### src/rtl/logic_minmax_param_pkg.sv
// Shared definitions for the parametrised MAX/MIN operator: op encodings and
// the field layout of the read-data word.
package logic_minmax_param_pkg;

    typedef enum logic [1:0] {
        OP_UMAX = 2'b00,
        OP_UMIN = 2'b01,
        OP_SMAX = 2'b10,
        OP_SMIN = 2'b11
    } op_e;

    // Result occupies [DATA_WIDTH-1:RES_LSB]; flag offsets are relative to DATA_WIDTH.
    localparam int RES_LSB = 0;
    localparam int Z_BIT   = 0;
    localparam int N_BIT   = 1;
    localparam int V_BIT   = 2;
    localparam int C_BIT   = 3;

    function automatic logic op_is_min(input op_e op);
        return (op == OP_UMIN) || (op == OP_SMIN);
    endfunction

endpackage

### src/rtl/logic_minmax_param_if.sv
// Write/read bus of the MAX/MIN operator block.
interface logic_minmax_param_if #(
    parameter int DATA_WIDTH  = 64,
    parameter int ADDRS_WIDTH = 4
);
    logic                    wren;
    logic [ADDRS_WIDTH-1:0]  wraddrs;
    logic [1:0]              op;
    logic [DATA_WIDTH-1:0]   oprndA;
    logic [DATA_WIDTH-1:0]   oprndB;
    logic                    C;
    logic                    V;
    logic                    rdenA;
    logic [ADDRS_WIDTH-1:0]  rdaddrsA;
    logic [DATA_WIDTH+3:0]   rddataA;
    logic                    rdvalidA;
    logic                    rdenB;
    logic [ADDRS_WIDTH-1:0]  rdaddrsB;
    logic [DATA_WIDTH+3:0]   rddataB;
    logic                    rdvalidB;
    logic                    ready;

    modport slave (
        input  wren, wraddrs, op, oprndA, oprndB, C, V,
               rdenA, rdaddrsA, rdenB, rdaddrsB,
        output rddataA, rdvalidA, rddataB, rdvalidB, ready
    );

    modport master (
        output wren, wraddrs, op, oprndA, oprndB, C, V,
               rdenA, rdaddrsA, rdenB, rdaddrsB,
        input  rddataA, rdvalidA, rddataB, rdvalidB, ready
    );
endinterface

### src/rtl/logic_minmax_param_result_ram.sv
// Per-thread result buffer: one write port, two registered read ports with
// write-first bypass; entries never written since reset read back as zero.
module minmax_result_ram #(
    parameter int ADDRS_WIDTH = 4,
    parameter int WIDTH       = 66
) (
    input  logic                   clk_i,
    input  logic                   rst_ni,
    input  logic                   wr_en_i,
    input  logic [ADDRS_WIDTH-1:0] wr_addr_i,
    input  logic [WIDTH-1:0]       wr_data_i,
    input  logic                   rd_en_a_i,
    input  logic [ADDRS_WIDTH-1:0] rd_addr_a_i,
    output logic [WIDTH-1:0]       rd_data_a_o,
    output logic                   rd_valid_a_o,
    input  logic                   rd_en_b_i,
    input  logic [ADDRS_WIDTH-1:0] rd_addr_b_i,
    output logic [WIDTH-1:0]       rd_data_b_o,
    output logic                   rd_valid_b_o
);
    localparam int DEPTH = 2 ** ADDRS_WIDTH;

    logic [WIDTH-1:0] mem_q [DEPTH];
    logic [DEPTH-1:0] vld_q;
    logic [WIDTH-1:0] rd_data_a_q, rd_data_a_d, rd_data_b_q, rd_data_b_d;
    logic             rd_valid_a_q, rd_valid_a_d, rd_valid_b_q, rd_valid_b_d;

    always_ff @(posedge clk_i) begin
        if (wr_en_i) begin
            mem_q[wr_addr_i] <= wr_data_i;
        end
    end

    always_ff @(posedge clk_i) begin
        if (!rst_ni) begin
            vld_q <= '0;
        end else if (wr_en_i) begin
            vld_q[wr_addr_i] <= 1'b1;
        end
    end

    // Same-edge commit wins over stored contents.
    always_comb begin
        rd_data_a_d  = vld_q[rd_addr_a_i] ? mem_q[rd_addr_a_i] : '0;
        rd_valid_a_d = vld_q[rd_addr_a_i];
        if (wr_en_i && (wr_addr_i == rd_addr_a_i)) begin
            rd_data_a_d  = wr_data_i;
            rd_valid_a_d = 1'b1;
        end
        rd_data_b_d  = vld_q[rd_addr_b_i] ? mem_q[rd_addr_b_i] : '0;
        rd_valid_b_d = vld_q[rd_addr_b_i];
        if (wr_en_i && (wr_addr_i == rd_addr_b_i)) begin
            rd_data_b_d  = wr_data_i;
            rd_valid_b_d = 1'b1;
        end
    end

    always_ff @(posedge clk_i) begin
        if (!rst_ni) begin
            rd_data_a_q  <= '0;
            rd_valid_a_q <= 1'b0;
            rd_data_b_q  <= '0;
            rd_valid_b_q <= 1'b0;
        end else begin
            if (rd_en_a_i) begin
                rd_data_a_q  <= rd_data_a_d;
                rd_valid_a_q <= rd_valid_a_d;
            end
            if (rd_en_b_i) begin
                rd_data_b_q  <= rd_data_b_d;
                rd_valid_b_q <= rd_valid_b_d;
            end
        end
    end

    assign rd_data_a_o  = rd_data_a_q;
    assign rd_valid_a_o = rd_valid_a_q;
    assign rd_data_b_o  = rd_data_b_q;
    assign rd_valid_b_o = rd_valid_b_q;

endmodule

### src/rtl/logic_minmax_param.sv
// Parametrised MAX/MIN operator (signed/unsigned) with optional compute stage,
// writing {n, z, result} into a dual-read per-thread result buffer.
module logic_minmax_param
    import logic_minmax_param_pkg::*;
#(
    parameter int DATA_WIDTH  = 64,
    parameter int ADDRS_WIDTH = 4,
    parameter int PIPE        = 1
) (
    input  logic CLK,
    input  logic RESET,
    logic_minmax_param_if.slave mm_if
);
    localparam int WORD_W = DATA_WIDTH + 2;

    logic                   wr_en_s;
    logic [ADDRS_WIDTH-1:0] wr_addr_s;
    logic [1:0]             op_s;
    logic [DATA_WIDTH-1:0]  a_s, b_s;

    generate
        if (PIPE != 0) begin : g_pipe
            logic                   pipe_vld_q;
            logic [ADDRS_WIDTH-1:0] pipe_addr_q;
            logic [1:0]             pipe_op_q;
            logic [DATA_WIDTH-1:0]  pipe_a_q, pipe_b_q;

            always_ff @(posedge CLK) begin
                if (!RESET) begin
                    pipe_vld_q  <= 1'b0;
                    pipe_addr_q <= '0;
                    pipe_op_q   <= '0;
                    pipe_a_q    <= '0;
                    pipe_b_q    <= '0;
                end else begin
                    pipe_vld_q <= mm_if.wren;
                    if (mm_if.wren) begin
                        pipe_addr_q <= mm_if.wraddrs;
                        pipe_op_q   <= mm_if.op;
                        pipe_a_q    <= mm_if.oprndA;
                        pipe_b_q    <= mm_if.oprndB;
                    end
                end
            end

            assign wr_en_s   = pipe_vld_q;
            assign wr_addr_s = pipe_addr_q;
            assign op_s      = pipe_op_q;
            assign a_s       = pipe_a_q;
            assign b_s       = pipe_b_q;
        end else begin : g_comb
            assign wr_en_s   = mm_if.wren;
            assign wr_addr_s = mm_if.wraddrs;
            assign op_s      = mm_if.op;
            assign a_s       = mm_if.oprndA;
            assign b_s       = mm_if.oprndB;
        end
    endgenerate

    logic                  a_ge_b, a_le_b, pick_a;
    logic [DATA_WIDTH-1:0] result;
    logic [WORD_W-1:0]     wr_word;

    // Ties select A for both MAX and MIN.
    always_comb begin
        a_ge_b = 1'b0;
        a_le_b = 1'b0;
        unique case (op_e'(op_s))
            OP_UMAX, OP_UMIN: begin
                a_ge_b = a_s >= b_s;
                a_le_b = a_s <= b_s;
            end
            OP_SMAX, OP_SMIN: begin
                a_ge_b = $signed(a_s) >= $signed(b_s);
                a_le_b = $signed(a_s) <= $signed(b_s);
            end
            default: ;
        endcase
        pick_a = op_is_min(op_e'(op_s)) ? a_le_b : a_ge_b;
        result = pick_a ? a_s : b_s;

        wr_word = '0;
        wr_word[RES_LSB +: DATA_WIDTH]  = result;
        wr_word[DATA_WIDTH + Z_BIT]     = (a_s == b_s);
        wr_word[DATA_WIDTH + N_BIT]     = result[DATA_WIDTH-1];
    end

    logic [WORD_W-1:0] rd_word_a, rd_word_b;

    minmax_result_ram #(
        .ADDRS_WIDTH (ADDRS_WIDTH),
        .WIDTH       (WORD_W)
    ) u_ram (
        .clk_i        (CLK),
        .rst_ni       (RESET),
        .wr_en_i      (wr_en_s),
        .wr_addr_i    (wr_addr_s),
        .wr_data_i    (wr_word),
        .rd_en_a_i    (mm_if.rdenA),
        .rd_addr_a_i  (mm_if.rdaddrsA),
        .rd_data_a_o  (rd_word_a),
        .rd_valid_a_o (mm_if.rdvalidA),
        .rd_en_b_i    (mm_if.rdenB),
        .rd_addr_b_i  (mm_if.rdaddrsB),
        .rd_data_b_o  (rd_word_b),
        .rd_valid_b_o (mm_if.rdvalidB)
    );

    // C and V bypass the buffer and reflect the live inputs.
    always_comb begin
        mm_if.rddataA = {rd_word_a[WORD_W-1:0], 2'b00} >> 2;
        mm_if.rddataA[DATA_WIDTH + C_BIT] = mm_if.C;
        mm_if.rddataA[DATA_WIDTH + V_BIT] = mm_if.V;
        mm_if.rddataB = {rd_word_b[WORD_W-1:0], 2'b00} >> 2;
        mm_if.rddataB[DATA_WIDTH + C_BIT] = mm_if.C;
        mm_if.rddataB[DATA_WIDTH + V_BIT] = mm_if.V;
    end

    logic ready_q, ready_d;

    assign ready_d = !(mm_if.wren && (mm_if.rdenA || mm_if.rdenB));

    always_ff @(posedge CLK) begin
        if (!RESET) begin
            ready_q <= 1'b1;
        end else begin
            ready_q <= ready_d;
        end
    end

    assign mm_if.ready = ready_q;

endmodule

### src/flat_wrapper.sv
// flat-port wrapper written by rule: the top's interface ports become plain ports
module logic_minmax_param_flat import logic_minmax_param_pkg::*;
#(
    parameter int DATA_WIDTH  = 64,
    parameter int ADDRS_WIDTH = 4,
    parameter int PIPE        = 1
)
  (CLK, RESET, mm_if_wren, mm_if_wraddrs, mm_if_op, mm_if_oprndA, mm_if_oprndB, mm_if_C, mm_if_V, mm_if_rdenA, mm_if_rdaddrsA, mm_if_rdenB, mm_if_rdaddrsB, mm_if_rddataA, mm_if_rdvalidA, mm_if_rddataB, mm_if_rdvalidB, mm_if_ready);
  logic_minmax_param_if #(.DATA_WIDTH(DATA_WIDTH), .ADDRS_WIDTH(ADDRS_WIDTH)) mm_if_i ();
  input  logic CLK;
  input  logic RESET;
  input wire logic [$bits(mm_if_i.wren)-1:0] mm_if_wren;
  input wire logic [$bits(mm_if_i.wraddrs)-1:0] mm_if_wraddrs;
  input wire logic [$bits(mm_if_i.op)-1:0] mm_if_op;
  input wire logic [$bits(mm_if_i.oprndA)-1:0] mm_if_oprndA;
  input wire logic [$bits(mm_if_i.oprndB)-1:0] mm_if_oprndB;
  input wire logic [$bits(mm_if_i.C)-1:0] mm_if_C;
  input wire logic [$bits(mm_if_i.V)-1:0] mm_if_V;
  input wire logic [$bits(mm_if_i.rdenA)-1:0] mm_if_rdenA;
  input wire logic [$bits(mm_if_i.rdaddrsA)-1:0] mm_if_rdaddrsA;
  input wire logic [$bits(mm_if_i.rdenB)-1:0] mm_if_rdenB;
  input wire logic [$bits(mm_if_i.rdaddrsB)-1:0] mm_if_rdaddrsB;
  output wire logic [$bits(mm_if_i.rddataA)-1:0] mm_if_rddataA;
  output wire logic [$bits(mm_if_i.rdvalidA)-1:0] mm_if_rdvalidA;
  output wire logic [$bits(mm_if_i.rddataB)-1:0] mm_if_rddataB;
  output wire logic [$bits(mm_if_i.rdvalidB)-1:0] mm_if_rdvalidB;
  output wire logic [$bits(mm_if_i.ready)-1:0] mm_if_ready;
  assign mm_if_i.wren = mm_if_wren;
  assign mm_if_i.wraddrs = mm_if_wraddrs;
  assign mm_if_i.op = mm_if_op;
  assign mm_if_i.oprndA = mm_if_oprndA;
  assign mm_if_i.oprndB = mm_if_oprndB;
  assign mm_if_i.C = mm_if_C;
  assign mm_if_i.V = mm_if_V;
  assign mm_if_i.rdenA = mm_if_rdenA;
  assign mm_if_i.rdaddrsA = mm_if_rdaddrsA;
  assign mm_if_i.rdenB = mm_if_rdenB;
  assign mm_if_i.rdaddrsB = mm_if_rdaddrsB;
  assign mm_if_rddataA = mm_if_i.rddataA;
  assign mm_if_rdvalidA = mm_if_i.rdvalidA;
  assign mm_if_rddataB = mm_if_i.rddataB;
  assign mm_if_rdvalidB = mm_if_i.rdvalidB;
  assign mm_if_ready = mm_if_i.ready;
  logic_minmax_param #(.DATA_WIDTH(DATA_WIDTH), .ADDRS_WIDTH(ADDRS_WIDTH), .PIPE(PIPE)) u_core (.CLK(CLK), .RESET(RESET), .mm_if(mm_if_i));
endmodule
### config.mk
export PLATFORM = sky130hd
export DESIGN_NAME = logic_minmax_param_flat
export DESIGN_NICKNAME = d
export VERILOG_FILES = /design/src/rtl/logic_minmax_param_pkg.sv /design/src/rtl/logic_minmax_param_if.sv /design/src/rtl/logic_minmax_param_result_ram.sv /design/src/rtl/logic_minmax_param.sv /design/src/flat_wrapper.sv
export SDC_FILE = /design/constraint.sdc
export NUM_CORES = 2
export LEC_CHECK = 0
export ABC_AREA = 0
export CORE_UTILIZATION = 50
export DETAILED_ROUTE_END_ITERATION = 8
export GPL_TIMING_DRIVEN = 0
export PLACE_DENSITY = 0.68
export SETUP_SLACK_MARGIN = 0.1
export SKIP_CTS_REPAIR_TIMING = 1
export SLEW_MARGIN = 20
export SYNTH_ARGS = -nofsm -noshare
export SYNTH_HDL_FRONTEND = slang
export SYNTH_SLANG_ARGS = --single-unit
### constraint.sdc
create_clock -name CLK -period 18.5 [get_ports CLK]
set_input_delay 2.775 -clock CLK [delete_from_list [all_inputs] [get_ports CLK]]
set_output_delay 2.775 -clock CLK [all_outputs]
set_load 0.05 [all_outputs]
==> key figures <==
Outcome
  • Run status: completed

Final layout
  • Nets@finish: between 4000 and 5000
  • # fillers: about 8800
  • Layout area overhead: 19.1%
  • Non-filler instance count after layout: 5629
  • Layout cell share with drive strength beyond 1: 0.282

Placed design
  • Gpl congestion: 0.822
  • DP HPWL: approximately 140000 µm
  • PortBufs: 275
  • Placed Instances: 5361

Job
  • Max_cap viols: 0

Logic synthesis
  • EDFF count, synth: approximately 1000
  • FF+latch count, synth: about 1300
  • Gate Count Post-Synth: 3364
  • Yosys warning count: 0
  • Netlist cell types: 52
  • Mapped cell area: 61000 µm²
  • Seq/Total Area, Yosys: 0.605
  • Post-Syn Area per Cell: 18.1 µm²
  • Prevailing post-synth register cell: edfxtp_1
  • Async SR Flop Fraction: 0
  • Synthesized net count: 3577

Setup path
  • CP max-delay cell: clkbuf_1
  • Setup crit start: mm_if_rdaddrsA[1]
  • Worst Path Required: 19.10 ns
  • Critical-path maximum fanout: 10
  • CP arrival: 7.03 ns
  • Crit-path cells: clkdlybuf4s50_1 > buf_2 > clkbuf_1 > clkbuf_1 > mux4_2 > mux4_2 > nor2b_1 > o221ai_1 > a21oi_1
  • Crit Path Category: in -> reg
  • Worst r2r src: u_core.b_s[47]$_SDFFE_PN0P_
  • CP Launch Type: input pin
  • CP Capture Type: flop
  • Max stage delay on crit path: 0.85 ns

Routing
  • Post-DRT Antenna Nets: 0
  • WL/cell: 35.7 µm
  • Vias per std cell: approximately 6.8
  • First-pass DRT Iterations: 6
  • Total routed wirelength: 201000 µm
  • Total number of vias: about 38000
  • DRC viols: 0
  • DR iter-0 viols: 5537

Die
  • Die height: 351 µm
  • Core Region: 120000 µm²
  • Number of core rows: approximately 130
  • Area of the die: roughly 120000 µm²
  • Initial Util: 0.506
  • IO Pins: 288
  • Die width: ~350 µm

Pwr
  • Maximum vdd drop: 0.0947 mV
  • Leakage power figure: around 26 nW
  • Pwr/cell area: about 100 nW/µm²

Clocking
  • CTS tree: done
  • Clk sink count: between 1000 and 1500
  • Clock Path Buffers: 3
  • Worst skew pair latency: roughly 0.76 ns
  • Clock slew at reported path FFs: roughly 0.06 ns
  • CTS root buf: clkbuf_16
  • H-tree depth: 4
  • CTS buffer count: 142

Global routing
  • GRT Total Usage: 0.328
  • Largest net degree at the start of global routing: 21
  • Grt ovf: 0
  • Vias in the first global route: 37800
  • Initial antenna violation count: 14
  • First-pass GRT wire length: 279000 µm

Timing
  • Final Hold Fails: 0
  • Min Clock Period, post-route: 6.44 ns
  • Fin crit share: 0.348
  • Setup TNS: 0 ns
  • Fmax: 155 MHz
  • RSZ-0062 raised after global routing: no
  • Setup Skew: 0.0296 ns
  • Final Max Tran Viols: 0
  • Worst slew pin tran: around 1.3 ns
  • Slew headroom: 0.154
  • Final setup fails: 0

Hold path
  • Hold/Removal Path Class: reg -> reg
  • Hold path start: u_core.u_ram.vld_q[11]$_SDFFE_PN0P_
critical path, delay by kind of cell:
| family | cells | cell delay [ns] |
|---|---|---|
| AOI/OAI and AO/OA | 2 | 0.27 |
| buffers and inverters | 4 | 2.85 |
| muxes | 2 | 0.92 |
| and+or+nand+nor | 1 | 0.21 |
kinds of logic (layout without fill, tap and decap cells):
group	count (synthesis)	in the layout	share of synthesized area
DFF	1324	1324	0.605
adders and majority gates	64	64	0.0131
and+or+nand+nor	389	389	0.0346
other	0	3	0
AOI/OAI and AO/OA	312	312	0.0345
buffers and inverters	405	1055	0.0340
muxes	861	861	0.277
xor gates and xnor gates	9	9	0.00129
layout make-up:
class                      count  area, µm²  area share
antenna                        3       7.51    0.000103
buffer                       271       1590      0.0219
clock buffer                 199       4100      0.0565
clock inverter                65        726     0.00999
inverter                     134        503     0.00692
multi-input combinational   1635      22100       0.305
sequential                  1324      36900       0.508
tap                         1612       2020      0.0278
timing repair buffer         386       4650      0.0640
stage by stage:
step	util	cell area, µm²	total power [W]	setup WS, ns	hold WS, ns
6_report	0.603	72600	0.00717	12.07	0.489
5_1_grt	0.603	72600	0.00733	12.00	0.520
4_1_cts	0.603	72600	0.00717	12.08	0.494
3_5_place_dp	0.563	67800	0.00426	11.48	0.481
3_3_place_gp	0.546	65800	0.00425	4.70	0.466
2_1_floorplan	-	61000	0.00393	12.50	0.449
where the power goes:
| group | switching [W] | total [W] | internal (W) |
|---|---|---|---|
| sequential | 0.0000418 | 0.00336 | 0.00332 |
| combinational | 0.000527 | 0.000856 | 0.000329 |
| clock | 0.00120 | 0.00296 | 0.00176 |
sequential cells by signal (all words and copies together) (netlist names):
| signal | flops |
|---|---|
| u_core.u_ram.mem_q | 1040 |
| u_core.u_ram.rd_data_a_o | 65 |
| u_core.u_ram.rd_data_b_o | 65 |
| u_core.a_s | 64 |
| u_core.b_s | 64 |
| u_core.u_ram.vld_q | 16 |
| u_core.g_pipe.pipe_addr_q | 4 |
| u_core.g_pipe.pipe_op_q | 2 |
| u_core.g_pipe.pipe_vld_q | 1 |
| u_core.mm_if.ready | 1 |
| u_core.u_ram.rd_valid_a_o | 1 |
| u_core.u_ram.rd_valid_b_o | 1 |
synthesized netlist by cell type, drive strengths merged, types with 9 or more instances:
cell	n	area, µm²
mux4	658	14900
nand3	11	55.1
o221ai	129	1130
buf	151	1110
nand2	23	86.3
nor2	118	445
inv	134	503
mux2i	201	2010
edfxtp	1040	31200
a21oi	153	766
nor2b	197	1230
clkbuf	119	448
o21ai	12	60.1
dfxtp	284	5690
ha	64	801
nand4	9	56.3
layer usage:
layer / wire (µm) / global-route usage / vias to the layer above
met4: 8380 / 0.128 / 4
met3: 26500 / 0.0974 / 502
met5: 25 / 0 / -
met2: 92200 / 0.503 / 2910
met1: 73700 / 0.444 / 19800
li1: - / - / 15000
final timing paths:
path,end,slack (ns),cells past startpoint
max reg2reg,u_core.u_ram.mem_q[13][16]$_DFFE_PP_,12.18,12
min reg2reg,u_core.u_ram.vld_q[11]$_SDFFE_PN0P_,0.49,2
min,u_core.u_ram.vld_q[11]$_SDFFE_PN0P_,0.49,2
max,u_core.u_ram.rd_data_a_o[46]$_SDFFE_PN0P_,12.07,9
cell usage in the layout, fill, tap and decap left out, drive strengths merged, types with 3 or more instances in the layout:
cell,instances
nand2b,5
bufinv,15
nand3,11
nor2,118
mux2i,201
or3b,3
clkinvlp,6
clkinv,41
inv,137
clkbuf,318
ha,64
nor4,3
a221oi,5
nor3,6
nor2b,197
buf,262
and4,5
nand2,23
mux4,658
diode,3
a21oi,153
o21ai,12
xor2,6
o221ai,129
clkdlybuf4s50,275
edfxtp,1040
nand4,9
xnor2,3
dfxtp,284
and2,4
Power figures use the tool's default switching activity.
